### src/rtl/inst_loader.sv
// inst_loader: boot-time program loader for the instruction memory.
// Takes a 16-bit big-endian word count and then a byte stream over a
// valid/ready handshake. It packs the bytes into big-endian 32-bit words
// and writes them to consecutive word addresses starting at BASE_ADDR.
// cpu_hold keeps the CPU frozen while a load is in progress.
// Optional feature: define INST_LOADER_CHECKSUM_EN to enable a trailing XOR
// checksum byte.
module inst_loader #(
    parameter int                ADDR_W    = 8,
    parameter logic [ADDR_W-1:0] BASE_ADDR = '0
) (
    input  logic              clk,
    input  logic              rst_n,
    input  logic              start,
    input  logic [7:0]        in_data,
    input  logic              in_valid,
    output logic              in_ready,
    output logic              mem_we,
    output logic [ADDR_W-1:0] mem_addr,
    output logic [31:0]       mem_wdata,
    output logic              cpu_hold,
    output logic              done,
    output logic              err
);

    typedef enum logic [2:0] {
        st_idle,
        st_len_hi,
        st_len_lo,
        st_data,
        st_write,
        st_csum,
        st_done
    } state_t;

    // The largest legal word count is the full memory depth. The limit is
    // 33 bits wide so the comparison stays exact for any ADDR_W up to 32.
    localparam logic [32:0] LEN_LIMIT = 33'd1 << ADDR_W;
    localparam logic [ADDR_W-1:0] ADDR_ONE = {{(ADDR_W-1){1'b0}}, 1'b1};

    state_t      state;
    state_t      state_n;
    logic [7:0]  count_hi;
    logic [15:0] remain;
    logic [15:0] len_full;
    logic        len_bad;
    logic [1:0]  idx;
    logic [23:0] word;
    logic        xfer;
`ifdef INST_LOADER_CHECKSUM_EN
    logic [7:0]  csum_acc;
`endif

    assign xfer     = in_valid & in_ready;
    assign len_full = {count_hi, in_data};
    assign len_bad  = ({17'd0, len_full} > LEN_LIMIT);

    // State register
    always_ff @(posedge clk or negedge rst_n) begin
        if (!rst_n) state <= st_idle;
        else        state <= state_n;
    end

    // Next-state logic. Once the last word has been written (or the count is
    // zero), the FSM goes to the checksum byte if that feature is built in,
    // and otherwise goes straight to DONE.
    always_comb begin
        state_n = state;
        case (state)
            st_idle:   if (start) state_n = st_len_hi;
            st_len_hi: if (xfer) state_n = st_len_lo;
            st_len_lo: begin
                if (xfer) begin
                    if (len_full == 16'd0) begin
`ifdef INST_LOADER_CHECKSUM_EN
                        state_n = st_csum;
`else
                        state_n = st_done;
`endif
                    end else if (len_bad) begin
                        state_n = st_done;
                    end else begin
                        state_n = st_data;
                    end
                end
            end
            st_data:   if (xfer && idx == 2'd3) state_n = st_write;
            st_write: begin
                if (remain == 16'd1) begin
`ifdef INST_LOADER_CHECKSUM_EN
                    state_n = st_csum;
`else
                    state_n = st_done;
`endif
                end else begin
                    state_n = st_data;
                end
            end
            st_csum:   if (xfer) state_n = st_done;
            st_done:   state_n = st_idle;
            default:   state_n = st_idle;
        endcase
    end

    // Outputs are registered from the next state, so in_ready never depends
    // combinationally on in_valid. The datapath updates on the current state.
    always_ff @(posedge clk or negedge rst_n) begin
        if (!rst_n) begin
            in_ready  <= 1'b0;
            mem_we    <= 1'b0;
            mem_addr  <= BASE_ADDR;
            mem_wdata <= 32'd0;
            cpu_hold  <= 1'b0;
            done      <= 1'b0;
            err       <= 1'b0;
            count_hi  <= 8'd0;
            remain    <= 16'd0;
            idx       <= 2'd0;
            word      <= 24'd0;
`ifdef INST_LOADER_CHECKSUM_EN
            csum_acc  <= 8'd0;
`endif
        end else begin
            in_ready <= (state_n == st_len_hi) || (state_n == st_len_lo) ||
                        (state_n == st_data)   || (state_n == st_csum);
            mem_we   <= (state_n == st_write);
            done     <= (state_n == st_done);
            cpu_hold <= (state_n != st_idle);
            case (state)
                st_idle: begin
                    if (start) begin
                        err      <= 1'b0;
                        mem_addr <= BASE_ADDR;
                        idx      <= 2'd0;
                        word     <= 24'd0;
`ifdef INST_LOADER_CHECKSUM_EN
                        csum_acc <= 8'd0;
`endif
                    end
                end
                st_len_hi: begin
                    if (xfer) count_hi <= in_data;
                end
                st_len_lo: begin
                    if (xfer) begin
                        remain <= len_full;
                        if (len_full != 16'd0 && len_bad) err <= 1'b1;
                    end
                end
                st_data: begin
                    if (xfer) begin
                        word <= {word[15:0], in_data};
                        idx  <= idx + 2'd1;
`ifdef INST_LOADER_CHECKSUM_EN
                        csum_acc <= csum_acc ^ in_data;
`endif
                        if (idx == 2'd3) mem_wdata <= {word, in_data};
                    end
                end
                st_write: begin
                    mem_addr <= mem_addr + ADDR_ONE;
                    remain   <= remain - 16'd1;
                end
                st_csum: begin
`ifdef INST_LOADER_CHECKSUM_EN
                    if (xfer && in_data != csum_acc) err <= 1'b1;
`endif
                end
                default: ;
            endcase
        end
    end

endmodule
### config.mk
export PLATFORM = sky130hd
export DESIGN_NAME = inst_loader
export DESIGN_NICKNAME = d
export VERILOG_FILES = /design/src/rtl/inst_loader.sv
export SDC_FILE = /design/constraint.sdc
export NUM_CORES = 1
export LEC_CHECK = 0
export ABC_AREA = 1
export CORE_ASPECT_RATIO = 1.1
export CORE_MARGIN = 2
export CORE_UTILIZATION = 26
export DETAILED_ROUTE_END_ITERATION = 10
export PLACE_DENSITY_LB_ADDON = 0.25
export SLEW_MARGIN = 20
export SYNTH_ARGS = -nofsm -noshare
export SYNTH_HDL_FRONTEND = slang
export SYNTH_SLANG_ARGS = --single-unit
### constraint.sdc
create_clock -name clk -period 1.8 [get_ports clk]
set_clock_uncertainty 0.1 [all_clocks]
set_input_delay 0.18 -clock clk [delete_from_list [all_inputs] [get_ports clk]]
set_output_delay 0.18 -clock clk [all_outputs]
set_load 0.01 [all_outputs]
Yosys cells after proc, flatten, opt, wreduce, memory -nomap -nowiden

Index checks and enable logic that the tools add are counted.

Reduce and logical (&&, ||, !) cells: 19
Multiplexer cells: 23
Equal/unequal tests: 17
Bitwise operators: 1
Add/sub/neg operators: 3
$lt $le $gt $ge: 1

Operators by type and width:

| kind                                                                              | number |
|---|---|
| 24-bit 2-to-1 mux                                                                 | 2 |
| 24-bit one-hot mux with 2 select lines                                            | 1 |
| 16-bit one-hot mux with 2 select lines                                            | 1 |
| 3-bit 2-to-1 mux                                                                  | 8 |
| 3-bit one-hot mux with 6 select lines                                             | 1 |
| 16-bit by 1-bit == test with 1-bit output (second input constant)                 | 1 |
| 16-bit by 9-bit greater-than comparator with 1-bit output (second input constant) | 1 |
| 16-bit zero test                                                                  | 1 |
| 16-bit 2-to-1 mux                                                                 | 1 |
| 8-bit one-hot mux with 2 select lines                                             | 1 |
| 16-bit nonzero test                                                               | 1 |
| 16-bit by 1-bit subtractor with 16-bit output (second input constant)             | 1 |
| 3-bit == test (second input constant)                                             | 5 |
| 3-bit by 2-bit == test with 1-bit output (second input constant)                  | 4 |
| 8-bit by 1-bit adder with 8-bit output (second input constant)                    | 1 |
| 8-bit 2-to-1 mux                                                                  | 1 |
| 2-bit != test (second input constant)                                             | 4 |
| 2-bit nonzero test                                                                | 4 |
| 3-bit by 1-bit == test with 1-bit output (second input constant)                  | 2 |
| 2-bit AND reduction                                                               | 3 |
| 3-bit AND reduction                                                               | 2 |
| 2-bit 2-to-1 mux                                                                  | 2 |
| 2-bit one-hot mux with 2 select lines                                             | 1 |
| 4-bit AND reduction                                                               | 1 |
| other kinds (9)                                                                   | 14 |

Bits of input ports: 12
Register bits after elaboration: 98
Output and inout bits: 45

Depth between registers and ports, before layout

Gate-level depths: netlist of the first run.

Word-level depth: 9
Gate-level depth with buffers: 11
Gate-level depth less buffers: 11

Least setup slack after synthesis of the first run

No wires, ideal clock.

Kind: flip-flop to flip-flop
From: register in_ready
To: register mem_wdata[13]
Stages on the path, launching flop included: 8
Arrival: 1.213 ns
Library setup time: 0.131 ns
Path slack: 0.356 ns
Path through: dfrtp_1 -> nand2_1 -> inv_1 -> nand2_1 -> nor2_4 -> inv_2 -> clkbuf_1 -> o21ai_0

Longest elaborated chain between the ends: 2

RTL lines:

| item                                 | line | text |
|---|---|---|
| start: declaration                   | 17   | `output logic in_ready,` |
| start signal: assignment             | 124  | `in_ready <= (state_n == st_len_hi) \|\| (state_n == st_len_lo) \|\|` |
| 1-bit AND                            | 54   | `assign xfer = in_valid & in_ready;` |
| 3-bit AND reduction (no source line) | -    |  |
| end signal: assignment               | 157  | `if (idx == 2'd3) mem_wdata <= {word, in_data};` |
| end: declaration                     | 20   | `output logic [31:0] mem_wdata,` |

Every way passes these cells.
A chain may end at the register's enable or synchronous reset.

Final worst setup path of the first run

From: register remain[6]
To: register cpu_hold

Longest elaborated chain between the ends: 4

RTL lines:

| item                                      | line | text |
|---|---|---|
| start: declaration                        | 44   | `logic [15:0] remain;` |
| start signal: assignment                  | 146  | `remain <= len_full;` |
| start signal: assignment                  | 162  | `remain <= remain - 16'd1;` |
| 16-bit by 1-bit == test with 1-bit output | 89   | `if (remain == 16'd1) begin` |
| 3-bit 2-to-1 mux                          | 89   |  |
| 3-bit one-hot mux with 6 select lines     | 69   | `case (state)` |
| via state_n[0]                            | 42   | `state_t state_n;` |
| 3-bit nonzero test                        | 128  | `cpu_hold <= (state_n != st_idle);` |
| end signal: assignment                    | 128  |  |
| end: declaration                          | 21   | `output logic cpu_hold,` |

The timed path passes the listed nets, and every way through them passes these cells.

==> run summary, run 1 <==
The cell count after synthesis came out at 523. The reported max-cap violation count came out at 0. The worst reg2reg path depth is 8. The repair_antennas step left the layout with diodes totalling 0. The starting utilization of the core area came out at 26.32%. Yosys printed 0 warnings. The slew at the pin closest to its max-slew limit came out at 0.4511 ns. The die footprint came out at 18100 µm². After synthesis, the cell types taking the most area are dfrtp_1 (55%), nand2_1 (9.8%), o21ai_0 (8.5%).

The number of library cell types mapped by synthesis came out at 32. The horizontal extent of the die came out at 128.4 µm. The half-perimeter wire length after detailed placement is 8.166 mm.

The first global-routing pass estimated 18.65 mm of wire. After detailed routing, the number of vias per cell comes to 4.547. The total setup violations reported at the end of the flow came out at 0.

The pin count of the biggest net entering global routing is 65. The cell area that synthesis handed to floorplanning was 4429 µm². The final max-slew violation count was 0. The flow ran to the end, and the final reports show no timing, DRC or antenna violations.

The area share of the largest cell type after synthesis came out at 55.37%. The fraction of the cycle the final worst path needs came out at 91.58%. The required arrival time at the worst endpoint came out at 1.94 ns. The internal portion of total power came out at 0.004798 W. The hold violation total from the final report is 0. The worst supply voltage drop on vdd is 0.0004441 V. The detailed-route via count came out at 3688.

The worst reg2reg path startpoint is remain[6]. The die span in y came out at 140.9 µm. The number of optimization iterations in the first detailed-route pass came out at 4. The via count of the first global-routing pass is 3760. For the worst setup path, the data arrival time is 1.79 ns. The timing-limited maximum frequency is 606.6 MHz. The synthesized area divided by synthesized cell count is 8.469 µm². Among all flip-flop cells after synthesis, the most frequent one is dfrtp_1. The number of design rule violations left after detail routing came out at 0.

Sequential cells were found to cover 55.37% of the synthesized design area. The register share of total power is 42.1%. Setup repair after global routing left no endpoint under its margin. The clock latency at the later pin of the worst-skew pair is 0.35 ns. The number of buffers inserted during clock tree synthesis is 9. After filler insertion, the fill cell instance count of the layout stands at 1721. The initial antenna violation count came out at 0.

The clock passes through at most 2 buffers. TritonCTS built the clock tree. The clock group share of total power came out at 24.3%.

The ratio of cells with drive above 1 in the final layout is 10.28%. The total number of H-tree levels is 3. The wire length per cell came out at 13.76 µm.

In this run the standard cell core region covers 16830 µm². The worst hold slack is 0.2099 ns. The count of input and output buffers is 56.

The multi-input combinational cells in the finished layout cover a total of 1640 µm². Dividing total power by cell area gives a power density of 1358 nW/µm². The async set-or-reset flop fraction in the synthesized netlist came out at 100.0%. The worst register-to-register path has a setup slack of 0.15 ns.

The global-route congestion overflow total is 0. The switching power is 0.002932 W. In the final timing run, aggregate negative setup slack is 0 ns. The total of flip-flops plus latches after synthesis is 98.

STA classifies the critical path endpoint as a flip-flop. The root buffer cell is clkbuf_16. Global routing used 12.99% of the available tracks. Counting every net in the synthesized netlist gives 539.

After synthesis, the most frequently instantiated cells are nand2_1 (116), dfrtp_1 (98), o21ai_0 (75). The residual antenna-violating net count after detailed routing is 0. The relative slew slack is 69.93%. The floorplan row count came out at 50. The number of enable flip-flop cells after synthesis is 0.

The count of routing violations after the opening detailed-route iteration came out at 162. The register clock-pin slew on the reported worst setup and hold paths came out at 0.07 ns. The leakage power total came out at 2.569 nW. The path class of the tightest hold or removal check is in2async.

Combinational logic burns 33.6% of the power. The most used standard cell by instance count after synthesis is nand2_1. In this run the count of I/O pins placed on the die edge is 57. Net switching is 37.93% of the power. The critical setup path kind is reg2reg. The kind of launch point of the worst setup path is a flip-flop.

The post-layout minimum cycle time came out at 1.649 ns. For this run, the post-layout net count is 614. In this run the critical register-to-register path is captured at cpu_hold. The area of all sequential standard cells came out at 2452 µm². The total routed wirelength is 11.16 mm. The biggest fanout along the worst timing path came out at 5.

The final weighted congestion in routability-driven placement is 0.7938. Relative to the synthesized area, the layout overhead comes to 28.47%. The number of sinks handled by clock tree synthesis is 98. The post-synthesis cell type with the largest combined area is dfrtp_1. The final total power came out at 0.007730 W.
## kinds of logic (layout without fill, tap and decap cells)
family,Yosys count,count (layout),synth area share (%)
xor+xnor,4,4,0.7911
flops,98,98,55.37
fa+ha+maj,4,4,1.130
simple gates,228,228,22.37
compound gates,105,105,12.63
buf+inv,84,164,7.712
## per-layer routing
layer,up-vias,GRT usage [%],routed length (µm)
met5,-,0,0
met3,16,2.846,449
met2,68,21.44,5514
met1,1754,16.65,5017
met4,0,4.858,180
li1,1850,-,-
## power groups by stage
stage	clock network [W]	logic [W]	registers, W
final	0.00188	0.00260	0.00325
after global routing	0.00202	0.00295	0.00333
after CTS	0.00193	0.00262	0.00325
after detailed placement	0	0.00261	0.00328
after global placement	0	0.00258	0.00328
after floorplan	0	0.00161	0.00324
## worst max-delay path, cell delays in order (launching register included)
cell and delay [ns]:
dfrtp_1 0.43, nor2_1 0.21, nand2_1 0.12, nor2_2 0.19, nand2_1 0.07, a21oi_1 0.14, nand2_1 0.12, nor2_1 0.10
nand2_1 0.05
## worst max path at each step
stage	start	end	slack (ns)
final	remain[6]	cpu_hold	0.15
after global placement	in_data[1]	cpu_hold	-0.0008
after detailed placement	in_valid	cpu_hold	-0.02
after CTS	remain[6]	cpu_hold	0.09
after global routing	remain[6]	remain[10]	0.05
after floorplan	in_ready	mem_wdata[13]	0.36
## area by class of cell
type / count / share of cell area (%)
sequential: 98 / 43.10
multi-input combinational: 341 / 28.83
timing repair buffer: 82 / 14.16
tap: 208 / 4.573
inverter: 66 / 4.354
clock buffer: 9 / 3.958
clock inverter: 7 / 1.033
## cells in the final DEF, fill, tap and decap left out, drive strengths merged
cell type / netlist / routed
a21oi: 13 / 13
a22o: 1 / 1
a22oi: 1 / 1
and2: 1 / 1
buf: 11 / 26
clkbuf: 7 / 9
clkdlybuf4s50: 0 / 55
clkinv: 0 / 3
dfrtp: 98 / 98
dlygate4sd3: 0 / 1
ha: 4 / 4
inv: 66 / 70
nand2: 119 / 119
nand3: 56 / 56
nand4: 4 / 4
nor2: 45 / 45
nor3: 2 / 2
nor4: 1 / 1
o211ai: 4 / 4
o21a: 1 / 1
o21ai: 80 / 80
o221ai: 2 / 2
o22ai: 3 / 3
xnor2: 2 / 2
xor2: 2 / 2
## registers in the layout, summed over array words and instances, names as in the netlist, 2 cells and up
signal / flops
mem_wdata: 32
state: 3
word: 24
remain: 16
count_hi: 8
idx: 2
mem_addr: 8
## stage by stage
stage / instances / area [µm²] / worst slack [ns] / util (%)
final: 811 / 5690 / 0.1515 / 33.81
after global routing: 811 / 5690 / 0.04556 / 33.81
after global placement: 794 / 5391 / -0.0007885 / 32.04
after floorplan: 523 / 4429 / 0.3558 / -
after detailed placement: 794 / 5391 / -0.02223 / 32.04
after CTS: 811 / 5685 / 0.08774 / 33.78
## repair_timing
action                     4_1_cts  5_1_grt
setup endpoints to repair        0        4
buffers inserted                 0        0
gates resized for setup          0        2
hold buffers                     1        0
hold endpoints to repair        30        0
Power figures use the tool's default switching activity.
==> inputs of run 2 (changes only) <==
==> constraint.sdc (replaced) <==
create_clock -name clk -period 1.6 [get_ports clk]
set_clock_uncertainty 0.1 [all_clocks]
set_input_delay 0.16 -clock clk [delete_from_list [all_inputs] [get_ports clk]]
set_output_delay 0.16 -clock clk [all_outputs]
set_load 0.01 [all_outputs]
==> run summary, run 2 (same netlist as run 1, synthesis figures left out) <==
Result of the run: completed (unchanged). The utilization of the core after routing came out at 35.85% (was 33.81%). The slew at the pin closest to its max-slew limit came out at 0.5485 ns (was 0.4511 ns). The maximum buffer depth of the clock tree is 2 (unchanged).

The ratio of cells with drive above 1 in the final layout was 14.97% (was 10.28%). The detailed-route via count was 3827 (was 3688). The kind of cell adding the most delay to the critical path is buffers and inverters (was simple AND/OR/NAND/NOR gates).

The worst supply voltage drop on vdd came out at 0.0005273 V (was 0.0004441 V). The area of all sequential standard cells is 2455 µm² (was 2452 µm²). The leading cell type in the layout, fill and taps excluded is nand2_1 (unchanged). The register clock-pin slew on the reported worst setup and hold paths is 0.08 ns (was 0.07 ns). The type of destination of the critical path is an output port (was flip-flop). The half-perimeter wire length after detailed placement came out at 8.192 mm (was 8.166 mm).

The slack of the critical path is 0.04680 ns (was 0.1515 ns). The hold violation total from the final report came out at 0 (unchanged). The clock tree from TritonCTS is done (unchanged).

The biggest fanout along the worst timing path is 3 (was 5). The delay contributed by the slowest stage of the critical path came out at 0.55 ns (was 0.43 ns). The die footprint came to 18100 µm² (unchanged). The pin count of the biggest net entering global routing is 99 (was 65). The die span in y came out at 140.9 µm (unchanged). Most used cells in the layout excluding fill and tap cells: nand2_1 (116), dfrtp_1 (96), o21ai_0 (73) (was nand2_1 (116), dfrtp_1 (98), o21ai_0 (75)). The kind of launch point of the worst setup path was a flip-flop (unchanged).

The count of routing violations after the opening detailed-route iteration came out at 212 (was 162). The leakage power total was 2.779 nW (was 2.569 nW). The overall track demand over capacity in global routing was 13.64% (was 12.99%). The core area is 16830 µm² (unchanged). The global-route congestion overflow total was 0 (unchanged). The final weighted congestion in routability-driven placement came out at 0.8140 (was 0.7938).

The worst slack at placement came out at -0.1873 ns (was -0.02223 ns). The number of nets in the final layout is 639 (was 614). The worst hold-check path type is in2async (unchanged). The via count of the first global-routing pass came out at 3890 (was 3760).

The horizontal extent of the die is 128.4 µm (unchanged). The root buffer cell was clkbuf_16 (unchanged). The number of design rule violations left after detail routing is 0 (unchanged). The register name with the most flops was mem_wdata (unchanged).

The total setup violations reported at the end of the flow is 0 (unchanged). The cell area power density is 1578 nW/µm² (was 1358 nW/µm²). The cell with the biggest individual delay on the critical path is clkdlybuf4s50_1 (was dfrtp_1).

The final total power came to 0.009520 W (was 0.007730 W). Series of cell instances along the critical path: clkdlybuf4s50_1 (was nor2_1, nand2_1, nor2_2, nand2_1, a21oi_1, nand2_1, nor2_1, nand2_1). The layout overhead on the synthesized area is 36.21% (was 28.47%). The residual antenna-violating net count after detailed routing came out at 0 (unchanged).

The number of flip-flops under the largest register name came out at 32 (unchanged). The final max-slew violation count came to 0 (unchanged). RSZ-0062 raised after global routing: true (was false). The floorplan row count came out at 50 (unchanged). Largest regs: mem_wdata (32), word (24), remain (16) (unchanged). The total number of H-tree levels came out at 3 (unchanged). The multi-input logic area came to 1687 µm² (was 1640 µm²). The count of filler cells inserted in the layout came out at 1754 (was 1721). The buffers plus inverters on the worst setup path is 1 (was 0). The relative slew slack came out at 63.43% (was 69.93%). The initial antenna violation count was 0 (unchanged).

The required arrival time at the worst endpoint came out at 1.34 ns (was 1.94 ns). The number of buffers inserted during clock tree synthesis is 9 (unchanged). The first-pass GRT wire length came out at 19.42 mm (was 18.65 mm). The wire length per cell came to 14.25 µm (was 13.76 µm).

The number of optimization iterations in the first detailed-route pass came out at 4 (unchanged). The arrival time of the worst setup path was 1.29 ns (was 1.79 ns). The clock latency at the later pin of the worst-skew pair is 0.36 ns (was 0.35 ns). The critical setup path kind is reg2out (was reg2reg). The number of sinks handled by clock tree synthesis is 98 (unchanged). The number of inserted diodes is 0 (unchanged). Static timing analysis puts the maximum clock frequency at 643.8 MHz. The via count normalized by instance count came out at 4.578 (was 4.547). The count of input and output buffers came to 56 (unchanged). The post-layout minimum cycle time is 1.553 ns. The starting utilization of the core area came to 26.32% (unchanged). The reported max-cap violation count came out at 0 (unchanged). The number of top-level design ports is 57 (unchanged). The fraction of the cycle the final worst path needs came out at 97.07%. The total routed wirelength was 11.91 mm (was 11.16 mm).
## run 2: changes by cell type in the layout (fill, tap and decap cells not counted), sizes merged
cell / delta
buf: +23
clkinv: -2
clkdlybuf4s50: -3
clkbuf: +3
dlymetal6s2s: +3
bufinv: +1
## run 2: metal layers
layer	part of all wire (%)	vias up	global-route usage [%]
met5	0	-	0
met4	2.8	0	7.345
met3	3.4	20	2.619
met2	48	73	21.50
met1	46	1838	17.67
li1	-	1896	-
## run 2: path summary, 6_finish.rpt
check,from,end,slack [ns],depth (start not counted)
max,mem_addr[1],mem_addr[1],0.05,1
min,rst_n,word[22],0.28,3
max reg2reg,remain[0],remain[6],0.07,9
min reg2reg,mem_addr[7],mem_addr[7],0.37,1
max in group asynchronous,rst_n,remain[9],0.67,3
min in group clk,mem_addr[7],mem_addr[7],0.37,1
## run 2: timing repair
item                       in CTS  in global routing
buffers inserted                2                  7
hold endpoints to repair       98                  0
resized for setup               2                 19
hold buffers                    1                  0
gates cloned                    0                  2
pin swaps                       0                  3
setup endpoints to repair       7                 46
## run 2: final cells by class
type / instances / area share [%]
Sequential cell: 98 / 40.69
Inverter: 66 / 4.148
Multi-Input combinational cell: 341 / 27.96
Timing Repair Buffer: 107 / 17.79
Clock inverter: 6 / 1.307
Clock buffer: 10 / 3.795
Tap cell: 208 / 4.314
## run 2: stage by stage
| step | instance area (µm²) | TNS (ns) | hold slack (ns) | cells |
|---|---|---|---|---|
| after floorplan | 4429 | 0 | -0.2356 | 523 |
| after global placement | 5522 | -3.269 | 0.1691 | 808 |
| after detailed placement | 5522 | -3.606 | 0.1721 | 808 |
| after CTS | 5859 | 0 | 0.3282 | 827 |
| after global routing | 6033 | -0.06298 | 0.3527 | 836 |
| final | 6033 | 0 | 0.2832 | 836 |
## run 2: where the power goes
part / internal, W / switching (W) / total, W
Sequential: 0.00314 / 0.000529 / 0.00367
Combinational: 0.00162 / 0.00194 / 0.00356
Clock: 0.00125 / 0.00104 / 0.00229
Total: 0.00601 / 0.00351 / 0.00952
==> inputs of run 3 (changes only) <==
--- a/config.mk
+++ b/config.mk
@@ -5,10 +5,11 @@
 export SDC_FILE = /design/constraint.sdc
 export NUM_CORES = 1
 export LEC_CHECK = 0
-export ABC_AREA = 1
+export ABC_AREA = 0
 export CORE_ASPECT_RATIO = 1.1
 export CORE_MARGIN = 2
 export CORE_UTILIZATION = 26
+export CTS_CLUSTER_SIZE = 8
 export DETAILED_ROUTE_END_ITERATION = 10
 export PLACE_DENSITY_LB_ADDON = 0.25
 export SLEW_MARGIN = 20
==> run summary, run 3 <==
Result of the run: finished, violations left (was completed). The checks that failed: setup timing. The mapped cell area is 4355 µm² (was 4429 µm²).

The slack of the critical path was -0.4399 ns (was 0.04680 ns). The number of top-level design ports came out at 57 (unchanged). RSZ-0062 raised after global routing: true (unchanged). The sum of negative setup slack came out at -17.19 ns (was 0 ns). The layout overhead on the synthesized area is 59.44% (was 36.21%). Most used cells in the layout excluding fill and tap cells: dfrtp_1 (93), buf_4 (74), nand2_1 (71) (was nand2_1 (116), dfrtp_1 (96), o21ai_0 (73)). The complex-gate fraction of the synthesized area is 11.20% (was 12.63%). The residual antenna-violating net count after detailed routing came out at 0 (unchanged). The via count of the first global-routing pass came out at 3754 (was 3890). The number of buffers inserted during clock tree synthesis came out at 9 (unchanged). The number of enable flip-flop cells after synthesis is 0 (unchanged). The number of optimization iterations in the first detailed-route pass is 4 (unchanged). The slew at the pin closest to its max-slew limit came to 0.4284 ns (was 0.5485 ns). The register share of total power is 33.8% (was 38.5%).

The final max-slew violation count is 0 (unchanged). The Yosys warning count came out at 0 (unchanged). The post-synthesis mux area share was 10.80% (was 0%). The register name with the most flops is mem_wdata (unchanged). The fraction of the cycle the final worst path needs is 127.5% (was 97.07%).

The worst slack at placement came out at -0.7290 ns (was -0.1873 ns). The primary flip-flop cell chosen by synthesis mapping is dfrtp_1 (unchanged). The initial antenna violation count was 0 (unchanged). The largest family of logic cells by synthesized area is simple AND/OR/NAND/NOR gates (unchanged). The ratio of cells with drive above 1 in the final layout was 41.95% (was 14.97%).

The timing-limited maximum frequency is 490.2 MHz (was 643.8 MHz). The number of library cell types mapped by synthesis is 59 (was 32). The required arrival time at the worst endpoint is 1.70 ns (was 1.34 ns).

Most area-consuming cells after synthesis: dfrtp_1 (56%), mux2_2 (10%), nand2_1 (6.6%) (was dfrtp_1 (55%), nand2_1 (9.8%), o21ai_0 (8.5%)). The die span in y was 139.7 µm (was 140.9 µm). The via count normalized by instance count came to 4.856 (was 4.578).

The post-synthesis cell type with the largest combined area is dfrtp_1 (unchanged). The multi-input logic area came out at 2248 µm² (was 1687 µm²). The clock tree from TritonCTS was done (unchanged). The post-synthesis simple-gate area fraction is 16.98% (was 22.37%). The switching power is 0.004064 W (was 0.003509 W). Largest regs: mem_wdata (32), word (24), remain (16) (unchanged). The fraction of power spent switching nets was 35.82% (was 36.86%). The number of design rule violations left after detail routing is 0 (unchanged). The overall track demand over capacity in global routing is 14.59% (was 13.64%). The starting utilization of the core area is 26.61% (was 26.32%). The relative slew slack is 71.18% (was 63.43%). The worst reg2reg path depth is 6 (was 9). The net count of the mapped netlist was 410 (was 539). The area of all sequential standard cells came to 2459 µm² (was 2455 µm²). The clock latency at the later pin of the worst-skew pair was 0.36 ns (about the same).

The detailed-route via count is 3734 (was 3827). The cell area power density is 1634 nW/µm² (was 1578 nW/µm²). Post-synth top cells: dfrtp_1 (98), nand2_1 (77), o21ai_0 (40) (was nand2_1 (116), dfrtp_1 (98), o21ai_0 (75)). The total of flip-flops plus latches after synthesis is 98 (unchanged). The kind of launch point of the worst setup path was a flip-flop (unchanged). The final weighted congestion in routability-driven placement came out at 0.8235 (was 0.8140).

The leakage power total is 3.085 nW (was 2.779 nW). The number of flip-flops under the largest register name came out at 32 (unchanged). The leading cell type in the layout, fill and taps excluded is dfrtp_1 (was nand2_1). The critical setup path kind is reg2reg (was reg2out). The count of input and output buffers is 56 (unchanged).

The share of the yosys chip area belonging to registers is 56.31% (was 55.37%). The post-layout minimum cycle time came out at 2.040 ns (was 1.553 ns). The number of sinks handled by clock tree synthesis was 98 (unchanged). The logic gate share of total power is 46.4% (was 37.4%). The xor and xnor area share after synthesis is 0.2011% (was 0.7910%). The internal portion of total power came out at 0.007281 W (was 0.006011 W).

The die footprint is 17800 µm² (was 18100 µm²). The reported max-cap violation count is 0 (unchanged). The total setup violations reported at the end of the flow was 95 (was 0). The core area is 16370 µm² (was 16830 µm²).

The wire length per cell is 16.87 µm (was 14.25 µm). The clock group share of total power is 19.7% (was 24.0%). The register clock-pin slew on the reported worst setup and hold paths is 0.07 ns (was 0.08 ns). The horizontal extent of the die is 127.4 µm (was 128.4 µm). The type of destination of the critical path is a flip-flop (was output port). The synthesized area divided by synthesized cell count came out at 11.05 µm² (was 8.469 µm²). The half-perimeter wire length after detailed placement is 7.935 mm (was 8.192 mm). The biggest fanout along the worst timing path was 3 (unchanged). The async set-or-reset flop fraction in the synthesized netlist came out at 100.0% (unchanged). The global-route congestion overflow total is 0 (unchanged). The capture instance of the worst register-to-register path is cpu_hold (was remain[6]). The worst hold-check path type was in2async (unchanged). The most used standard cell by instance count after synthesis is dfrtp_1 (was nand2_1). The pin count of the biggest net entering global routing came out at 45 (was 99).

The worst reg2reg path startpoint is remain[9] (was remain[0]). The first-pass GRT wire length came out at 20.28 mm (was 19.42 mm). The count of routing violations after the opening detailed-route iteration is 192 (was 212). The arrival time of the worst setup path came out at 2.14 ns (was 1.29 ns). The area share of the largest cell type after synthesis is 56.31% (was 55.37%). The worst supply voltage drop on vdd was 0.0007136 V (was 0.0005273 V). The root buffer cell was clkbuf_16 (unchanged).

The total number of H-tree levels is 3 (unchanged). The reg2reg setup slack is -0.44 ns (was 0.07 ns). The adder-cell share of the synthesized area is 1.149% (was 1.130%). The cell count after synthesis came out at 394 (was 523). The count of filler cells inserted in the layout was 1492 (was 1754). The floorplan row count is 49 (was 50). The number of nets in the final layout came to 576 (was 639).

The total routed wirelength is 12.97 mm (was 11.91 mm). The number of inserted diodes came out at 0 (unchanged). The maximum buffer depth of the clock tree is 2 (unchanged). The hold violation total from the final report is 0 (unchanged).
## run 3: timing repair
action,in CTS,in global routing
hold buffers,1,0
cloned,7,2
resized for setup,85,101
buffers inserted,19,27
pin swaps,23,63
setup endpoints to repair,102,100
endpoints found under the hold margin,98,0
## run 3: worst max-delay path by stage
stage | startpoint | endpoint | slack (ns) | depth (start not counted)
final | remain[9] | cpu_hold | -0.44 | 6
after detailed placement | start | word[13] | -0.73 | 5
after floorplan | state[0] | remain[11] | -0.28 | 6
after CTS | remain[5] | cpu_hold | -0.43 | 5
after global routing | remain[5] | cpu_hold | -0.52 | 5
after global placement | start | word[5] | -0.63 | 5
## run 3: worst max-delay path, stage by stage, from the launching register on
cell	delay [ns]
dfrtp_1	0.38
nor4_1	0.43
buf_4	0.21
nor4b_4	0.27
nand3_1	0.14
a21oi_2	0.23
nand4_1	0.14
## run 3: routing by layer
metal | track usage, % | wire length, µm | vias to the layer above
li1 | - | - | 1771
met1 | 19.07 | 5760 | 1842
met2 | 24.01 | 6488 | 99
met3 | 2.691 | 444 | 22
met4 | 5.495 | 277 | 0
met5 | 0 | 0 | -
## run 3: logic make-up after synthesis
family          Yosys count
buf+inv                  27
xor+xnor                  1
flops                    98
mux                      42
fa+ha+maj                 4
simple gates            146
compound gates           76
## run 3: through the flow
step / util [%] / hold slack, ns / power [W] / instance area [µm²] / std cells
detailed placement: 34.66 / -0.1344 / 0.007596 / 5673 / 710
global route: 42.42 / 0.05387 / 0.01202 / 6944 / 769
finish: 42.42 / 0.04432 / 0.01134 / 6944 / 769
CTS: 40.17 / 0.03643 / 0.01064 / 6575 / 752
floorplan: - / -0.2356 / 0.005738 / 4415 / 394
global placement: 34.66 / -0.1335 / 0.007492 / 5673 / 710
## run 3: cell type report
| class | instances | share of cell area, % |
|---|---|---|
| inverters | 7 | 0.3784 |
| clock buffers | 9 | 3.243 |
| well taps | 204 | 3.676 |
| multi-input cells | 274 | 32.38 |
| flip-flops and latches | 98 | 35.41 |
| repair buffers | 170 | 23.84 |
| clock inverters | 7 | 1.081 |
## run 3: power by group through the flow
stage | clock [W] | sequential (W) | combinational (W)
floorplan | 0 | 0.00386 | 0.00187
global placement | 0 | 0.00383 | 0.00366
detailed placement | 0 | 0.00384 | 0.00375
CTS | 0.00230 | 0.00382 | 0.00451
global route | 0.00240 | 0.00394 | 0.00568
finish | 0.00224 | 0.00384 | 0.00527
